File: config.mk
export PLATFORM = sky130hd
export DESIGN_NAME = uart_tx_cfg
export DESIGN_NICKNAME = d
export VERILOG_FILES = /design/src/rtl/uart_pkg.sv /design/src/rtl/uart_tx_fifo.sv /design/src/rtl/uart_tx_cfg.sv
export SDC_FILE = /design/constraint.sdc
export NUM_CORES = 1
export LEC_CHECK = 0
export ABC_AREA = 1
export CORE_MARGIN = 2
export CORE_UTILIZATION = 55
export DETAILED_ROUTE_END_ITERATION = 8
export MAX_ROUTING_LAYER = met4
export PLACE_DENSITY = 0.87
export SLEW_MARGIN = 20
export SYNTH_ARGS = -nofsm -noshare
export SYNTH_HDL_FRONTEND = slang
export SYNTH_SLANG_ARGS = --single-unit
File: constraint.sdc
create_clock -name i_clk -period 1.82 [get_ports i_clk]
set_input_delay 0.364 -clock i_clk [delete_from_list [all_inputs] [get_ports i_clk]]
set_output_delay 0.364 -clock i_clk [all_outputs]
set_load 0.01 [all_outputs]
File: src/rtl/uart_pkg.sv
// Shared types and helpers for the configurable UART transmitter.
package uart_pkg;

  typedef enum logic [2:0] {IDLE, START, DATA, PARITY, STOP} tx_state_e;

  typedef struct packed {
    logic [3:0] nbits;
    logic       parity_en;
    logic       parity_odd;
    logic       two_stop;
  } uart_frame_cfg_t;

  localparam int CFG_W = $bits(uart_frame_cfg_t);

  function automatic int clocks_per_baud(input int sysclk, input int baud);
    return sysclk / baud;
  endfunction

  // Anything outside 5..max_bits falls back to the full data width.
  function automatic logic [3:0] clamp_nbits(input logic [3:0] nbits, input int max_bits);
    if (int'(nbits) < 5 || int'(nbits) > max_bits) return 4'(max_bits);
    return nbits;
  endfunction

endpackage

File: src/rtl/uart_tx_fifo.sv
// Small synchronous FIFO; a write is taken when full if a read happens in the same cycle.
module uart_tx_fifo #(
  parameter int W     = 8,
  parameter int DEPTH = 4
) (
  input  logic         i_clk,
  input  logic         i_rst_n,
  input  logic         i_wr,
  input  logic [W-1:0] i_wdata,
  input  logic         i_rd,
  output logic [W-1:0] o_rdata,
  output logic         o_empty,
  output logic         o_full
);
  localparam int AW = $clog2(DEPTH);

  logic [W-1:0]  mem [DEPTH];
  logic [AW-1:0] wp_q, rp_q;
  logic [AW:0]   cnt_q;
  logic          wr_ok, rd_ok;

  assign o_empty = (cnt_q == '0);
  assign o_full  = (cnt_q == (AW+1)'(DEPTH));
  assign rd_ok   = i_rd && !o_empty;
  assign wr_ok   = i_wr && (!o_full || rd_ok);
  assign o_rdata = mem[rp_q];

  always_ff @(posedge i_clk) begin
    if (wr_ok) mem[wp_q] <= i_wdata;
  end

  always_ff @(posedge i_clk or negedge i_rst_n) begin
    if (!i_rst_n) begin
      wp_q  <= '0;
      rp_q  <= '0;
      cnt_q <= '0;
    end else begin
      if (wr_ok) wp_q <= wp_q + 1'b1;
      if (rd_ok) rp_q <= rp_q + 1'b1;
      cnt_q <= cnt_q + (AW+1)'(wr_ok) - (AW+1)'(rd_ok);
    end
  end

endmodule

File: src/rtl/uart_tx_cfg.sv
// Runtime-configurable UART transmitter (5..9 data bits, optional parity, 1/2 stop bits).
// Define UART_TX_FIFO_EN to place a FIFO_DEPTH-entry FIFO in front of the shifter.
module uart_tx_cfg
  import uart_pkg::*;
#(
  parameter int SYSCLOCK   = 12000000,
  parameter int BAUDRATE   = 9600,
  parameter int DATA_BITS  = 8,
  parameter int FIFO_DEPTH = 4
) (
  input  logic                 i_clk,
  input  logic                 i_rst_n,
  input  logic                 i_wr,
  input  logic [DATA_BITS-1:0] i_data,
  input  logic [3:0]           i_nbits,
  input  logic                 i_parity_en,
  input  logic                 i_parity_odd,
  input  logic                 i_two_stop,
  output logic                 o_busy,
  output logic                 o_idle,
  output logic                 o_uart_tx
);
  localparam int CPB = clocks_per_baud(SYSCLOCK, BAUDRATE);
  localparam int CW  = (CPB > 2) ? $clog2(CPB) : 1;

  generate
    if (CPB < 2) begin : g_bad_baud
      $error("uart_tx_cfg: SYSCLOCK/BAUDRATE must be at least 2");
    end
    if (DATA_BITS < 5 || DATA_BITS > 9) begin : g_bad_width
      $error("uart_tx_cfg: DATA_BITS must be 5..9");
    end
  endgenerate

  tx_state_e             state_q, state_d;
  uart_frame_cfg_t       wr_cfg, ld_cfg, cfg_q;
  logic [DATA_BITS-1:0]  ld_data, sh_q;
  logic [CW-1:0]         cnt_q;
  logic [3:0]            bit_cnt_q;
  logic                  par_q, stop2_q, tick, load, start_req, tx_d;

  always_comb begin
    wr_cfg.nbits      = clamp_nbits(i_nbits, DATA_BITS);
    wr_cfg.parity_en  = i_parity_en;
    wr_cfg.parity_odd = i_parity_odd;
    wr_cfg.two_stop   = i_two_stop;
  end

`ifdef UART_TX_FIFO_EN
  localparam bit CHAIN = 1'b1;
  logic fifo_empty, fifo_full;

  generate
    if (FIFO_DEPTH < 2 || (FIFO_DEPTH & (FIFO_DEPTH - 1)) != 0) begin : g_bad_depth
      $error("uart_tx_cfg: FIFO_DEPTH must be a power of 2 >= 2");
    end
  endgenerate

  uart_tx_fifo #(.W(CFG_W + DATA_BITS), .DEPTH(FIFO_DEPTH)) u_fifo (
    .i_clk   (i_clk),
    .i_rst_n (i_rst_n),
    .i_wr    (i_wr),
    .i_wdata ({wr_cfg, i_data}),
    .i_rd    (load),
    .o_rdata ({ld_cfg, ld_data}),
    .o_empty (fifo_empty),
    .o_full  (fifo_full)
  );

  assign start_req = !fifo_empty;
  assign o_busy    = fifo_full;
`else
  // Without the FIFO the shifter registers are the holding register.
  localparam bit CHAIN = 1'b0;

  generate
    if (FIFO_DEPTH < 0) begin : g_depth_unused
    end
  endgenerate

  assign start_req = i_wr;
  assign ld_cfg    = wr_cfg;
  assign ld_data   = i_data;
  assign o_busy    = (state_q != IDLE);
`endif

  assign tick = (cnt_q == '0);

  always_ff @(posedge i_clk or negedge i_rst_n) begin
    if (!i_rst_n) state_q <= IDLE;
    else          state_q <= state_d;
  end

  always_comb begin
    state_d = state_q;
    load    = 1'b0;
    case (state_q)
      IDLE:   if (start_req) begin
                load    = 1'b1;
                state_d = START;
              end
      START:  if (tick) state_d = DATA;
      DATA:   if (tick && bit_cnt_q == cfg_q.nbits - 4'd1)
                state_d = cfg_q.parity_en ? PARITY : STOP;
      PARITY: if (tick) state_d = STOP;
      STOP:   if (tick && (stop2_q || !cfg_q.two_stop)) begin
                if (CHAIN && start_req) begin
                  load    = 1'b1;
                  state_d = START;
                end else begin
                  state_d = IDLE;
                end
              end
      default: state_d = IDLE;
    endcase
  end

  // Line value for the bit that begins (or continues) after this edge.
  always_comb begin
    tx_d = 1'b1;
    case (state_d)
      START:   tx_d = 1'b0;
      DATA:    tx_d = (state_q == DATA && tick) ? sh_q[1] : sh_q[0];
      PARITY:  tx_d = cfg_q.parity_odd ^ ((state_q == DATA) ? (par_q ^ sh_q[0]) : par_q);
      default: tx_d = 1'b1;
    endcase
  end

  always_ff @(posedge i_clk or negedge i_rst_n) begin
    if (!i_rst_n) begin
      o_uart_tx <= 1'b1;
      o_idle    <= 1'b1;
    end else begin
      o_uart_tx <= tx_d;
      o_idle    <= (state_q == IDLE) && !start_req;
    end
  end

  always_ff @(posedge i_clk or negedge i_rst_n) begin
    if (!i_rst_n) begin
      cnt_q     <= '0;
      sh_q      <= '0;
      cfg_q     <= '0;
      par_q     <= 1'b0;
      bit_cnt_q <= '0;
      stop2_q   <= 1'b0;
    end else if (load) begin
      cnt_q     <= CW'(CPB - 1);
      sh_q      <= ld_data;
      cfg_q     <= ld_cfg;
      par_q     <= 1'b0;
      bit_cnt_q <= '0;
      stop2_q   <= 1'b0;
    end else begin
      if (state_q != IDLE) cnt_q <= tick ? CW'(CPB - 1) : cnt_q - 1'b1;
      if (state_q == DATA && tick) begin
        sh_q      <= sh_q >> 1;
        par_q     <= par_q ^ sh_q[0];
        bit_cnt_q <= bit_cnt_q + 4'd1;
      end
      if (state_q == STOP && tick) stop2_q <= 1'b1;
    end
  end

endmodule
**After elaboration in Yosys (flattened, before gate mapping)**

Cells that the tools add are included.

- Shift operators: 0
- Reductions and logical operators: 15
- Divide/modulo/power cells: 0
- Add/subtract/negate cells: 3
- $lt $le $gt $ge: 2
- Equal/unequal tests: 8
- Mux-type cells: 26
- Bitwise logic cells: 2
- Multiply operators: 0

Operators by type and width:

| operator | count |
|---|---|
| 11-bit two-way mux | 3 |
| 3-bit two-way mux | 6 |
| 4-bit two-way mux | 4 |
| 8-bit two-way mux | 2 |
| 3-bit one-hot mux with 5 select lines | 1 |
| 3-bit by 2-bit equality test with 1-bit output, second input constant | 4 |
| 11-bit zero test | 1 |
| 11-bit by 1-bit subtractor with 11-bit output, second input constant | 1 |
| 1-bit two-way mux | 9 |
| 3-bit by 1-bit equality test with 1-bit output, second input constant | 2 |
| 2-bit nonzero test | 3 |
| 1-bit logical AND | 5 |
| 4-bit by 1-bit adder with 4-bit output, second input constant | 1 |
| 4-bit equality test | 1 |
| 4-bit greater-than comparator, second input constant | 1 |
| 4-bit by 3-bit less-than comparator with 1-bit output, second input constant | 1 |
| 4-bit by 1-bit subtractor with 4-bit output, second input constant | 1 |
| 3-bit equality test, second input constant | 1 |
| 3-bit zero test | 1 |
| 1-bit one-hot mux with 3 select lines | 1 |
| 3-bit nonzero test | 1 |
| 1-bit zero test | 2 |
| 1-bit logical OR | 2 |
| 1-bit bitwise XOR | 2 |

- Flip-flop bits (word level): 37
- RAM bits: 0
- Latch bits: 0
- Output and inout port bits: 3
- Input bits: 18
- ROM bits: 0
- Memories: 0
- Word-level logic and storage cells: 68

**Logic depth before layout (Yosys ltp)**

Gate-level depths: netlist (run 1).

- Depth after elaboration: 7
- Depth in mapped cells: 13
- Gate-level depth less buffers: 13

**Worst setup path after synthesis (run 1)**

No wires, ideal clock.

- Path kind: register to register
- Start: reg cnt_q[0]
- End: reg sh_q[6]
- Setup slack: 0.241 ns
- Buffers on the path: 1
- Required time: 1.746 ns
- Arrival: 1.505 ns
- Stages on the path, launching flop included: 12
- Library setup time: 0.074 ns
- Period minus slack after synthesis: 1.579 ns
- Path through: dfrtp_1 -> inv_1 -> ha_1 -> nand3_2 -> nor2_8 -> nand2_4 -> nor2_8 -> inv_4 -> nand2_8 -> buf_8 -> o211ai_2 -> o21ai_2

- Cells in the longest elaborated chain, start to end: 3

RTL lines:

| item | line | text |
|---|---|---|
| from (decl) | uart_tx_cfg.sv:38 | `logic [CW-1:0] cnt_q;` |
| from (signal assigned) | uart_tx_cfg.sv:148 | `cnt_q <= CW'(CPB - 1);` |
| from (signal assigned) | uart_tx_cfg.sv:155 | `if (state_q != IDLE) cnt_q <= tick ? CW'(CPB - 1) : cnt_q - 1'b1;` |
| 11-bit zero test | uart_tx_cfg.sv:87 | `assign tick = (cnt_q == '0);` |
| 1-bit logical AND | uart_tx_cfg.sv:156 | `if (state_q == DATA && tick) begin` |
| 2-bit nonzero test (no source line) | -- |  |
| to (signal assigned) | uart_tx_cfg.sv:149 | `sh_q <= ld_data;` |
| to (signal assigned) | uart_tx_cfg.sv:157 | `sh_q <= sh_q >> 1;` |
| to (decl) | uart_tx_cfg.sv:37 | `logic [DATA_BITS-1:0] ld_data, sh_q;` |

No other way between the ends.
A chain may end at the register's enable or synchronous reset.

**Worst setup path in the final report (run 1)**

- Start: reg o_uart_tx
- End: out o_uart_tx

RTL lines:

| item | line | text |
|---|---|---|
| from (decl) | uart_tx_cfg.sv:21 | `output logic o_uart_tx` |
| from (signal assigned) | uart_tx_cfg.sv:134 | `o_uart_tx <= tx_d;` |

No word-level cell between the ends.

==> results of run 1 <==
[logic make-up after synthesis]
kind of cell	synth area share [%]
AND/OR/NAND/NOR	29.9
flip-flops	45.3
AO/OA/AOI/OAI	12.4
XOR/XNOR	2.57
buffers and inverters	8.00
adder cells (fa/ha/maj)	1.83
[timing repair]
item	4_1_cts	5_1_grt
setup endpoints to repair	1	5
buffers inserted	1	2
gates resized for setup	2	9
pin swaps	0	2
[cell type report]
type | instances | area [sq um]
clock buffer | 8 | 80.1
fill | 323 | 1170
inverter | 36 | 140
multi-input combinational | 168 | 996
sequential | 37 | 930
tap | 48 | 60.1
timing repair buffer | 28 | 254
[report_power, final]
part           internal (W)  switching (W)  total [W]
registers           0.00104       0.000145    0.00118
logic              0.000337       0.000465   0.000802
clock network      0.000272       0.000280   0.000551
total               0.00164       0.000890    0.00253
[layer usage]
layer / up-vias / track usage, % / routed length, microns
met5: - / - / 0
met4: 0 / 8.85 / 68
met3: 6 / 4.69 / 110
met2: 22 / 39.2 / 1990
met1: 790 / 25.4 / 1740
li1: 849 / - / -
[registers in the layout (all words and copies together) (netlist names)]
signal and count:
sh_q 8, cfg_q 7, o_uart_tx 1, state_q 3
bit_cnt_q 4, o_idle 1, par_q 1, cnt_q 11
stop2_q 1
[how the worst max path moves through the flow]
stage	start	to	slack [ps]	depth (start not counted)
after floorplan	cnt_q[0]	sh_q[6]	240	11
after global placement	i_wr	sh_q[2]	170	6
after detailed placement	cnt_q[0]	o_uart_tx	90	11
after CTS	cnt_q[0]	o_uart_tx	30	10
after global routing	cfg_q[3]	o_uart_tx	-10	13
final	o_uart_tx	o_uart_tx	130	1
[layout by cell type, fill, tap and decap left out, drive strengths merged]
cell type / netlist / routed
o22ai: 4 / 4
xnor2: 1 / 1
nand2: 67 / 67
nor2: 25 / 25
dlygate4sd2: 0 / 1
ha: 3 / 3
a32o: 1 / 1
nor3: 4 / 4
a21oi: 7 / 7
nand3: 19 / 19
dfstp: 2 / 2
o311ai: 1 / 1
o211ai: 5 / 5
inv: 36 / 36
a31oi: 2 / 2
o21a: 1 / 1
clkbuf: 1 / 8
or2: 1 / 1
dfrtp: 35 / 35
nand4: 1 / 1
xor2: 5 / 5
clkdlybuf4s50: 0 / 18
o21ai: 21 / 21
buf: 2 / 9
[per-stage QoR]
step / worst slack [ps] / total power (W) / util (%) / area (sq um)
after floorplan: 241 / 0.00174 / - / 2050
after global placement: 172 / 0.00191 / 63.8 / 2320
after detailed placement: 93.6 / 0.00195 / 63.8 / 2320
after CTS: 30.3 / 0.00251 / 66.2 / 2400
after global routing: -13.8 / 0.00275 / 67.7 / 2460
final: 126 / 0.00253 / 67.7 / 2460
==> results.md, run 1 <==
- The pin slew with the least headroom to its limit is roughly 460 ps.
- The TritonCTS clock tree is yes.
- The most used flip-flop cell after synthesis is sky130_fd_sc_hd__dfrtp_1.
- The relative slew slack is between 60% and 70%.
- The average footprint of a synthesized cell is between 8 and 9 sq um.
- The floorplan has 22 rows.
- Entering global routing, the biggest net connects 38 pins.
- The worst min-delay path category is in2async.
- CTS built an H-tree with a depth of 2.
- The startpoint class of the critical path is a register.
- The post-route netlist has about a fifth of its cells at a drive strength greater than 1.
- Buffers placed on the I/O ports in this run total 20.
- The routed wire length is approximately 4000 microns.
- The register-to-register path setup slack is 140 ps.
- The count of yosys warnings during synthesis is 0.
- The critical path is of the reg2out type.
- For the worst setup path, the data arrival time is between 1000 and 1500 ps.
- The flow ran to the end, and the final reports show no timing, DRC or antenna violations.
- Detailed placement finished with a half-perimeter wire length of 2850 microns.
- Summing every instance area after synthesis gives between 0.002 and 0.0025 sq mm.
- The clock-pin slew on the worst setup and hold paths is roughly 70 ps.
- The total buffers and inverters traversed by the critical path is 1.
- Of all nets on the critical path, the largest fanout is 1.
- The count of final hold-check violations was 0.
- The instance count after placement with tap cells included is 314.
- The kind of end point of the critical path is a primary output.
- From left edge to right edge, the die measures 65.0 microns.
- The number of buffers inserted during clock tree synthesis is 5.
- Yosys attributes the largest share of cell area to sky130_fd_sc_hd__dfrtp_1, sky130_fd_sc_hd__nand2_1, sky130_fd_sc_hd__inv_1, sky130_fd_sc_hd__o21ai_0, sky130_fd_sc_hd__nand3_1.
- The fraction of the yosys area taken by sequential cells is between 40% and 50%.
- The clock drives 37 sinks.
- The number of endpoints failing setup at the final stage is 0.
- The remaining global-route overflow is 0.
- The count of antenna-violating nets left after detailed routing is 0.
- Summed over all failing endpoints, the final setup total negative slack is 0 ps.
- The number of buffers inserted by hold repair at cts is 0.
- The floorplan step set the die height to about 65 microns.
- The final critical path time including I/O delays and setup is 1690 ps.
- At the end of routability-driven placement, the weighted congestion stood at between 0.9 and 1.
- For the worst setup path, the data required time is roughly 1500 ps.
- By count the netlist is led by sky130_fd_sc_hd__nand2_1, sky130_fd_sc_hd__dfrtp_1, sky130_fd_sc_hd__inv_1, sky130_fd_sc_hd__o21ai_0.
- In this run, distinct cell masters in the synthesized netlist total 38.
- The share of the synthesized area in the top cell type is 42.8%.
- The largest delay contributor family on the critical path is flip-flops.
- The initial antenna violation count is 0.
- The synthesized instance count is 244.
- The wire length per cell is between 10 and 15 microns.
- For this run, design rule violations remaining after detail routing come to 0.
- The detailed-routing iteration count for the pre-antenna-repair pass is 4.
- The worst register-to-register path ends at o_uart_tx.
- The number of violations reported at the end of detailed-routing iteration 0 is 87.
- The number of pins exceeding their max-slew limit in the final report was 0.
- Global routing consumed, over all layers together, 22.5% of the routing resources.
- In this run the standard cell core region covers between 0.003 and 0.004 sq mm.
- The I/O pin count is 21.
- The max capacitance violation total is 0.
- Hold timing on the final database bottoms out at a slack of 108 ps.
- The global-route wire length before repair is 7080 microns.
- The die covers about 0.0042 sq mm.
- The signal on the critical path passes through clkdlybuf4s50_1.
- The largest buffer count on any clock path is 2.
- Yosys instantiated no cell more often than sky130_fd_sc_hd__nand2_1.
- The layout overhead on the synthesized area is 20.1%.
- In this run, synthesis inferred 0 flip-flops with an integrated enable.
- The total power density per cell area is a little over 1000 mW/mm^2.
- The final period utilization is between 90 and 100%.
- The synthesis-stage register bit count is 37.
- The buffer cell driving the clock tree root is sky130_fd_sc_hd__clkbuf_8.
- The largest incremental delay on the critical path is approximately 520 ps.
- The non-filler instance count after layout is approximately 330.
- The worst register-to-register path begins at cfg_q[3].
- Detailed routing inserted a total of between 1500 and 2000 vias.
- Once the floorplan was initialized, standard cells occupied 56.4% of the core.
- In the synthesized netlist the async set-or-reset flop fraction comes to 100%.
- Derived from the worst setup path, the maximum achievable clock frequency is slightly below 600 MHz.
- The analysis attributes to cell leakage a power of approximately 1.2 nW.
- The number of diodes added for antenna fixing is 0.
- The post-synth net total is roughly 270.
- The setup clock skew after layout is around 3.4 ps.
- Using the TritonRoute via totals, the vias-per-cell ratio works out to between 5 and 6.
- The worst-case IR drop observed on VDD is roughly 600 uV.
- On the critical path, the stage with the largest delay is an instance of sky130_fd_sc_hd__dfstp_2.
- The cell depth of the worst flop-to-flop path is 12.
- For this run, the post-layout net count is approximately 300.
- Of all cell types, the one taking the most synthesized area is sky130_fd_sc_hd__dfrtp_1.
- The clock insertion delay at the later pin of the skew report is 290 ps.
- The via count of the first global-routing pass came to 1671.
(Power assumes the default switching activity.)
==> run 2, diff against run 1 <==
--- a/config.mk
+++ b/config.mk
@@ -11,4 +11,6 @@
 export DETAILED_ROUTE_END_ITERATION = 8
+export DONT_BUFFER_PORTS = 1
 export MAX_ROUTING_LAYER = met4
-export PLACE_DENSITY = 0.87
+export PLACE_DENSITY = 0.79
+export REMOVE_ABC_BUFFERS = 1
 export SLEW_MARGIN = 20
--- a/constraint.sdc
+++ b/constraint.sdc
@@ -3,2 +3,2 @@
 set_output_delay 0.364 -clock i_clk [all_outputs]
-set_load 0.01 [all_outputs]
+set_load 0.02 [all_outputs]
==> run 2 against run 1 <==
  * Worst setup slack improved by 28 ps
  * Cell count shrank 6.8%
  * Total power grew 5.5%
  * Critical path type is now reg2reg
  * Clock skew grew 4.2 ps
  * Clock power increased by 33%
  * Sequential power about the same
  * Die area unchanged
  * Global-route usage down 1.6 points
  * Clock-buffer cell count down 1
  * Critical path depth up 9
  * Sequential cell count is the same
  * Critical endpoint is now bit_cnt_q[3]
==> results.md, run 2 (same netlist as run 1, synthesis figures left out) <==
- The flow ran to the end, and the final reports show no timing, DRC or antenna violations.
- The total power density per cell area was 1160 mW/mm^2 (+13%).
- The final period utilization was 91.5% (-1.5 points).
- The relative slew slack is 81.7% (+12 points).
- The library cells used most frequently in the layout, excluding fill and tap cells, are sky130_fd_sc_hd__nand2_1, sky130_fd_sc_hd__dfrtp_1, sky130_fd_sc_hd__inv_1.
- The DRC violation count after routing is 0 (unchanged).
- The worst hold path belongs to the class in2reg.
- The non-filler instance count after layout is 303 (-6.8%).
- The detailed placement HPWL is 2700 microns (-5.5%).
- The starting density of the core came to 56.4% (unchanged).
- The instance count after placement with tap cells included is 292 (-7.0%).
- The worst setup path startpoint is cnt_q[0].
- The count of input and output buffers is 0 (-100%).
- The final sum of negative setup slack is 0 ps (unchanged).
- The max capacitance violation total came to 0 (unchanged).
- The wire length per cell is 12.0 microns (-0.11%).
- The area of the core is 0.00363 sq mm (unchanged).
- The setup path with the least slack is of type reg2reg.
- The remaining global-route overflow is 0 (unchanged).
- The share of power burned in registers is 44.3% (-2.3 points).
- The overall fraction of global-route tracks in use is 20.9% (-1.6 points).
- The via count of the first global-routing pass is 1515 (-9.3%).
- The horizontal die dimension came to 65.0 microns (unchanged).
- The proportion of layout cells with a drive suffix above 1 was 20.0% (-0.22 points).
- The count of standard-cell rows was 22 (unchanged).
- Setup repair after global routing left no endpoint under its margin.
- The commonest non-fill, non-tap cell in the layout is sky130_fd_sc_hd__nand2_1.
- The detailed-routing iteration count for the pre-antenna-repair pass is 4 (unchanged).
- In this run the most critical hold path is launched from i_wr.
- The total power of the final layout came to 0.00267 W (+5.5%).
- The count of final hold-check violations is 0 (unchanged).
- The largest fanout of any net on the critical path came to 6 (+5).
- The global-route wire length before repair is 6590 microns (-6.9%).
- The largest incremental delay on the critical path is 400 ps (-120 ps).
- STA classifies the critical path endpoint as a register.
- The logic gate share of total power is 28.2% (-3.5 points).
- The register-to-register path setup slack was 150 ps (about the same).
- The global placement routability congestion came to 0.838 (-7.8%).
- The number of diodes added for antenna fixing was 0 (unchanged).
- The routed wire length came to 3640 microns (-6.9%).
- The initial antenna violation count was 0 (unchanged).
- Traced cell by cell, the critical path runs through inv_1, ha_1, nand3_4, nor2_8, nand2_4, nor2_8, nand2_1, o21ai_1, nand2_1, nor2_1.
- The number of H-tree levels is 2 (unchanged).
- The number of clock sinks came to 37 (unchanged).
- The final standard cell area without fillers is 0.00230 sq mm (-6.7%).
- The pin count of the biggest net entering global routing is 38 (unchanged).
- The switching part of the total is 33.3% (-1.8 points).
- The number of buffers inserted during clock tree synthesis came to 5 (unchanged).
- The height of the die came to 65.0 microns (unchanged).
- The number of fill cells was 318 (-1.5%).
- The top register by number of flip-flops is cnt_q.
- The per-cell via count in the routed design is 5.25 (+2.3%).
- The cell-internal power is 0.00178 W (+8.5%).
- The highest attainable clock frequency is 600 MHz (+1.7%).
- STA classifies the critical path startpoint as a register.
- The post-placement setup slack is 117 ps (+23.0 ps).
- The worst endpoint required time is 2050 ps (+590 ps).
- The depth of the worst hold-timing path is 1.
- The final worst slack came to 154 ps (+28.1 ps).
- The arrival time at the worst endpoint is 1890 ps (+560 ps).
- The switching power of the nets is 0.000891 W (about the same).
- The final critical path time including I/O delays and setup is 1670 ps (-28.1 ps).
- The largest buffer count on any clock path is 2 (unchanged).
- The count of antenna-violating nets left after detailed routing was 0 (unchanged).
- The total number of vias is 1590 (-4.6%).
- Clock tree synthesis selected as its root buffer the cell sky130_fd_sc_hd__clkbuf_8.
- The clock insertion delay at the later pin of the skew report is 290 ps (about the same).
- The setup clock skew after layout is 7.53 ps (+4.15 ps).
- The I/O pin count was 21 (unchanged).
- The slowest stage of the critical path is the sky130_fd_sc_hd__dfrtp_1 cell.
- The number of pins exceeding their max-slew limit in the final report was 0 (unchanged).
- The peak supply drop is 662 uV (+7.1%).
- The pin slew with the least headroom to its limit is 271 ps (-186 ps).
- The launch point of the worst reg-to-reg path is cnt_q[0].
- The number of violations reported at the end of detailed-routing iteration 0 was 57 (-34%).
- The area of the die is 0.00423 sq mm (unchanged).
- The static power due to leakage came to 1.14 nW (-4.9%).
- In the final layout, the registers with the most flip-flops are cnt_q (11), sh_q (8), cfg_q (7).
- The clock group share of total power came to 27.5% (+5.7 points).
- The cell depth of the worst flop-to-flop path is 10 (-2).
- TritonCTS built the clock tree.
- The clock-pin slew on the worst setup and hold paths is 70 ps (about the same).
- The number of endpoints failing setup at the final stage is 0 (unchanged).
- The number of nets at the end of the flow was 275 (-7.4%).
- The flip-flop count of the largest register after layout is 11 (unchanged).
- The cell area after placement is 0.00211 sq mm (-9.1%).
- The area growth from synthesis to layout is 12.1%.
run 2: final timing paths:
| check | to |
|---|---|
| setup / recovery | bit_cnt_q[3] |
| hold / removal | o_idle |
| setup reg to reg | bit_cnt_q[3] |
| hold reg to reg | cnt_q[9] |
| max in group asynchronous | o_uart_tx |
| min in group asynchronous | cfg_q[6] |
run 2: timing repair:
item                                    in CTS  in global routing
buffers inserted                             0                  1
endpoints found under the setup margin       0                  6
hold endpoints to repair                    37                  0
hold buffers                                 2                  0
gates resized for setup                      0                  7
run 2: cell type report:
type                    instances  area (sq um)  area share (%)
flip-flops and latches         37           928            40.4
multi-input cells             168           991            43.2
well taps                      48          60.1            2.62
clock inverters                 1          30.0            1.31
clock buffers                   7          86.3            3.76
repair buffers                  6          60.1            2.62
inverters                      36           140            6.10
run 2: worst max-delay path: cells and delay by family (launching register included):
kind / cells / cell delay [ps]
adder cells (fa/ha/maj): 1 / 230
buffers and inverters: 1 / 70
AO/OA/AOI/OAI: 1 / 120
flip-flops: 1 / 400
AND/OR/NAND/NOR: 7 / 790
run 2: power groups by stage:
stage	Sequential, W	Clock (W)	Combinational [W]
3_3_place_gp	0.00119	0	0.000668
2_1_floorplan	0.00117	0	0.000573
5_1_grt	0.00121	0.000782	0.000884
4_1_cts	0.00118	0.000758	0.000729
6_report	0.00118	0.000735	0.000755
3_5_place_dp	0.00120	0	0.000698
run 2: metrics by stage:
stage	utilization [%]	hold slack, ps
floorplan	-	68.4
global placement	58.0	69.3
detailed placement	58.0	69.3
CTS	62.0	107
global route	63.2	111
finish	63.2	115
run 2: per-layer routing:
metal / track usage (%) / up-vias / part of all wire, %
met1: 26.6 / 738 / 47
li1: - / 811 / -
met2: 32.6 / 34 / 45
met3: 5.90 / 7 / 5.9
met5: - / - / 0
met4: 6.51 / 0 / 1.6
==> run 3, diff against run 2 <==
- clock period: 1.82 -> 1.9 ns (I/O delays scaled with it)
==> run 3 against run 2 <==
  * Sequential cell count unchanged
  * Largest power group unchanged
  * Critical path depth unchanged
  * Maximum frequency decreased by 3.0%
==> results.md, run 3 (same netlist as run 1, synthesis figures left out) <==
- The run finished with clean final reports.
- The total number of vias was 1572 (-1.1%).
- The pin slew with the least headroom to its limit came to 393 ps (+122 ps).
- The number of diodes added for antenna fixing is 0 (unchanged).
- The global-route met3 utilization is 5.03% (-0.87 points).
- The detailed-routing iteration count for the pre-antenna-repair pass is 4 (unchanged).
- The I/O pin count came to 21 (unchanged).
- The cell depth of the worst flop-to-flop path is 10 (unchanged).
- The number of pins exceeding their max-slew limit in the final report is 0 (unchanged).
- The worst endpoint required time is 2120 ps (+70 ps).
- The number of buffers inserted during clock tree synthesis was 5 (unchanged).
- The setup clock skew after layout came to 7.91 ps (+0.388 ps).
- The area of the die is 0.00423 sq mm (unchanged).
- The peak supply drop is 576 uV (-13%).
- Setup repair after global routing left no endpoint under its margin.
- The final standard cell area without fillers is 0.00220 sq mm (-4.1%).
- The highest attainable clock frequency was 583 MHz (-3.0%).
- The top cell types in the final layout, fill and taps aside, are sky130_fd_sc_hd__nand2_1, sky130_fd_sc_hd__dfrtp_1, sky130_fd_sc_hd__inv_1.
- Leaving out fill and tap cells, the most frequent cell in the layout is sky130_fd_sc_hd__nand2_1.
- The number of nets at the end of the flow was 272 (-1.1%).
- The global-route wire length before repair is 6490 microns (-1.6%).
- The via count of the first global-routing pass is 1509 (-0.40%).
- The global placement routability congestion was 0.817 (-2.5%).
- The proportion of layout cells with a drive suffix above 1 was 15.9% (-4.1 points).
- The initial antenna violation count is 0 (unchanged).
- The largest buffer count on any clock path is 2 (unchanged).
- The remaining global-route overflow is 0 (unchanged).
- The register-to-register path setup slack is 180 ps (+30 ps).
- The overall fraction of global-route tracks in use is 20.4% (-0.52 points).
- The final critical path time including I/O delays and setup came to 1720 ps (+50.7 ps).
- The max capacitance violation total was 0 (unchanged).
- The largest incremental delay on the critical path came to 410 ps (about the same).
- The instance count after placement with tap cells included is 290 (-0.68%).
- The count of standard-cell rows is 22 (unchanged).
- The slowest stage of the critical path belongs to the cell sky130_fd_sc_hd__dfrtp_1.
- The source of the worst hold timing path is i_wr.
- The top register by number of flip-flops is cnt_q.
- STA classifies the critical path startpoint as a register.
- The area of the core was 0.00363 sq mm (unchanged).
- Compared with the post-synthesis result, the final layout area differs by 7.51%.
- The critical path goes through inv_1, ha_1, nand3_2, nor2_8, nand2_4, nor2_4, nand3_1, a21oi_1, nand2_1, nand3_1.
- The number of endpoints failing setup at the final stage is 0 (unchanged).
- The clock insertion delay at the later pin of the skew report is 290 ps (about the same).
- The DRC violation count after routing is 0 (unchanged).
- The detailed placement HPWL is 2630 microns (-2.4%).
- The relative slew slack is 73.6% (-8.1 points).
- The total power density per cell area is 1060 mW/mm^2 (-9.2%).
- The post-placement setup slack is 187 ps (+70.2 ps).
- The clock-pin slew on the worst setup and hold paths is 70 ps (about the same).
- By instance count, the cell type seen most on the critical path is sky130_fd_sc_hd__nand3_1.
- The final period utilization is 90.3% (-1.2 points).
- met2 is the most crowded layer.
- The wire length per cell came to 11.6 microns (-3.1%).
- The largest fanout of any net on the critical path was 6 (unchanged).
- The TritonCTS clock tree is yes.
- The launch point of the worst reg-to-reg path is cnt_q[0].
- The worst setup path is captured at a register.
- The per-cell via count in the routed design is 5.24 (-0.14%).
- The count of input and output buffers is 0 (unchanged).
- The path class of the tightest hold or removal check is in2reg.
- The pin count of the biggest net entering global routing is 38 (unchanged).
- The critical path starts at cnt_q[0].
- The final worst slack is 183 ps (+29.3 ps).
- The flip-flop count of the largest register after layout is 11 (unchanged).
- The non-filler instance count after layout was 300 (-0.99%).
- The static power due to leakage came to 1.11 nW (-3.0%).
- In the final layout, the registers with the most flip-flops are cnt_q (11), sh_q (8), cfg_q (7).
- The number of H-tree levels was 2 (unchanged).
- The global routing usage on met1 is 26.9% (+0.29 points).
- The number of violations reported at the end of detailed-routing iteration 0 is 121 (+110%).
- The height of the die came to 65.0 microns (unchanged).
- The number of setup buffers added after CTS is 0 (unchanged).
- The count of final hold-check violations is 0 (unchanged).
- The routed wire length is 3490 microns (-4.1%).
- The horizontal die dimension came to 65.0 microns (unchanged).
- The cell area after placement was 0.00209 sq mm (-0.71%).
- The classification of the worst setup path is reg2reg.
- The capturing point of the worst reg2reg path is o_uart_tx.
- The count of instances resized after the clock tree is built is 0 (unchanged).
- The tree is rooted in a sky130_fd_sc_hd__clkbuf_8.
- The starting density of the core came to 56.4% (unchanged).
- Following the worst setup path forward leads to its endpoint at o_uart_tx.
- The number of clock sinks is 37 (unchanged).
- The final core utilization is 60.6% (-2.6 points).
- The met2 track utilization from global routing is 30.9% (-1.7 points).
- The arrival time at the worst endpoint is 1940 ps (+50 ps).
- The count of antenna-violating nets left after detailed routing is 0 (unchanged).
- The final sum of negative setup slack is 0 ps (unchanged).
run 3: changes by cell type in the layout (fill, tap and decap cells not counted), moves of 2 or more:
| cell | before | now |
|---|---|---|
| sky130_fd_sc_hd__clkbuf_1 | 1 | 3 |
| sky130_fd_sc_hd__buf_4 | 4 | 1 |
| sky130_fd_sc_hd__a21oi_2 | 3 | 1 |
| sky130_fd_sc_hd__a21oi_1 | 4 | 6 |
run 3: report_power, final:
| group | switching [W] | leakage [nW] | internal (W) |
|---|---|---|---|
| Clock | 0.000266 | 0.0395 | 0.000261 |
| Combinational | 0.000409 | 0.639 | 0.000259 |
| Sequential | 0.000141 | 0.428 | 0.000992 |
| Total | 0.000816 | 1.11 | 0.00151 |
run 3: area by class of cell:
type | instances | area (sq um)
tap | 48 | 60.1
timing repair buffer | 3 | 37.5
clock buffer | 8 | 80.1
inverter | 36 | 140
multi-input combinational | 168 | 956
sequential | 37 | 928
fill | 342 | 1430
run 3: how the worst min path moves through the flow:
stage | endpoint | slack [ps] | cells past startpoint
3_3_place_gp | cfg_q[6] | 90 | 0
3_5_place_dp | cfg_q[6] | 90 | 0
6_report | o_idle | 130 | 1
2_1_floorplan | bit_cnt_q[0] | 80 | 0
5_1_grt | o_idle | 130 | 1
4_1_cts | o_idle | 130 | 1
run 3: per-layer routing:
layer / up-vias / part of all wire (%) / routed length (microns)
met3: 7 / 4.9 / 171
met4: 0 / 1.8 / 62
met1: 731 / 49 / 1710
met5: - / 0 / 0
met2: 33 / 44 / 1550
li1: 801 / - / -
run 3: stage by stage:
stage,hold slack (ps),power [W]
2_1_floorplan,84.4,0.00167
3_3_place_gp,85.4,0.00177
3_5_place_dp,85.3,0.00180
4_1_cts,129,0.00235
5_1_grt,128,0.00252
6_report,134,0.00233
run 3: critical path, delay by kind of cell, from the launching register on:
kind | cells | cell delay [ps]
flip-flops | 1 | 410
AO/OA/AOI/OAI | 1 | 160
adder cells (fa/ha/maj) | 1 | 190
AND/OR/NAND/NOR | 7 | 820
buffers and inverters | 1 | 70
run 3: timing repair:
action                     CTS  global route
hold buffers                 2             0
hold endpoints to repair    37             0
setup endpoints to repair    0             0
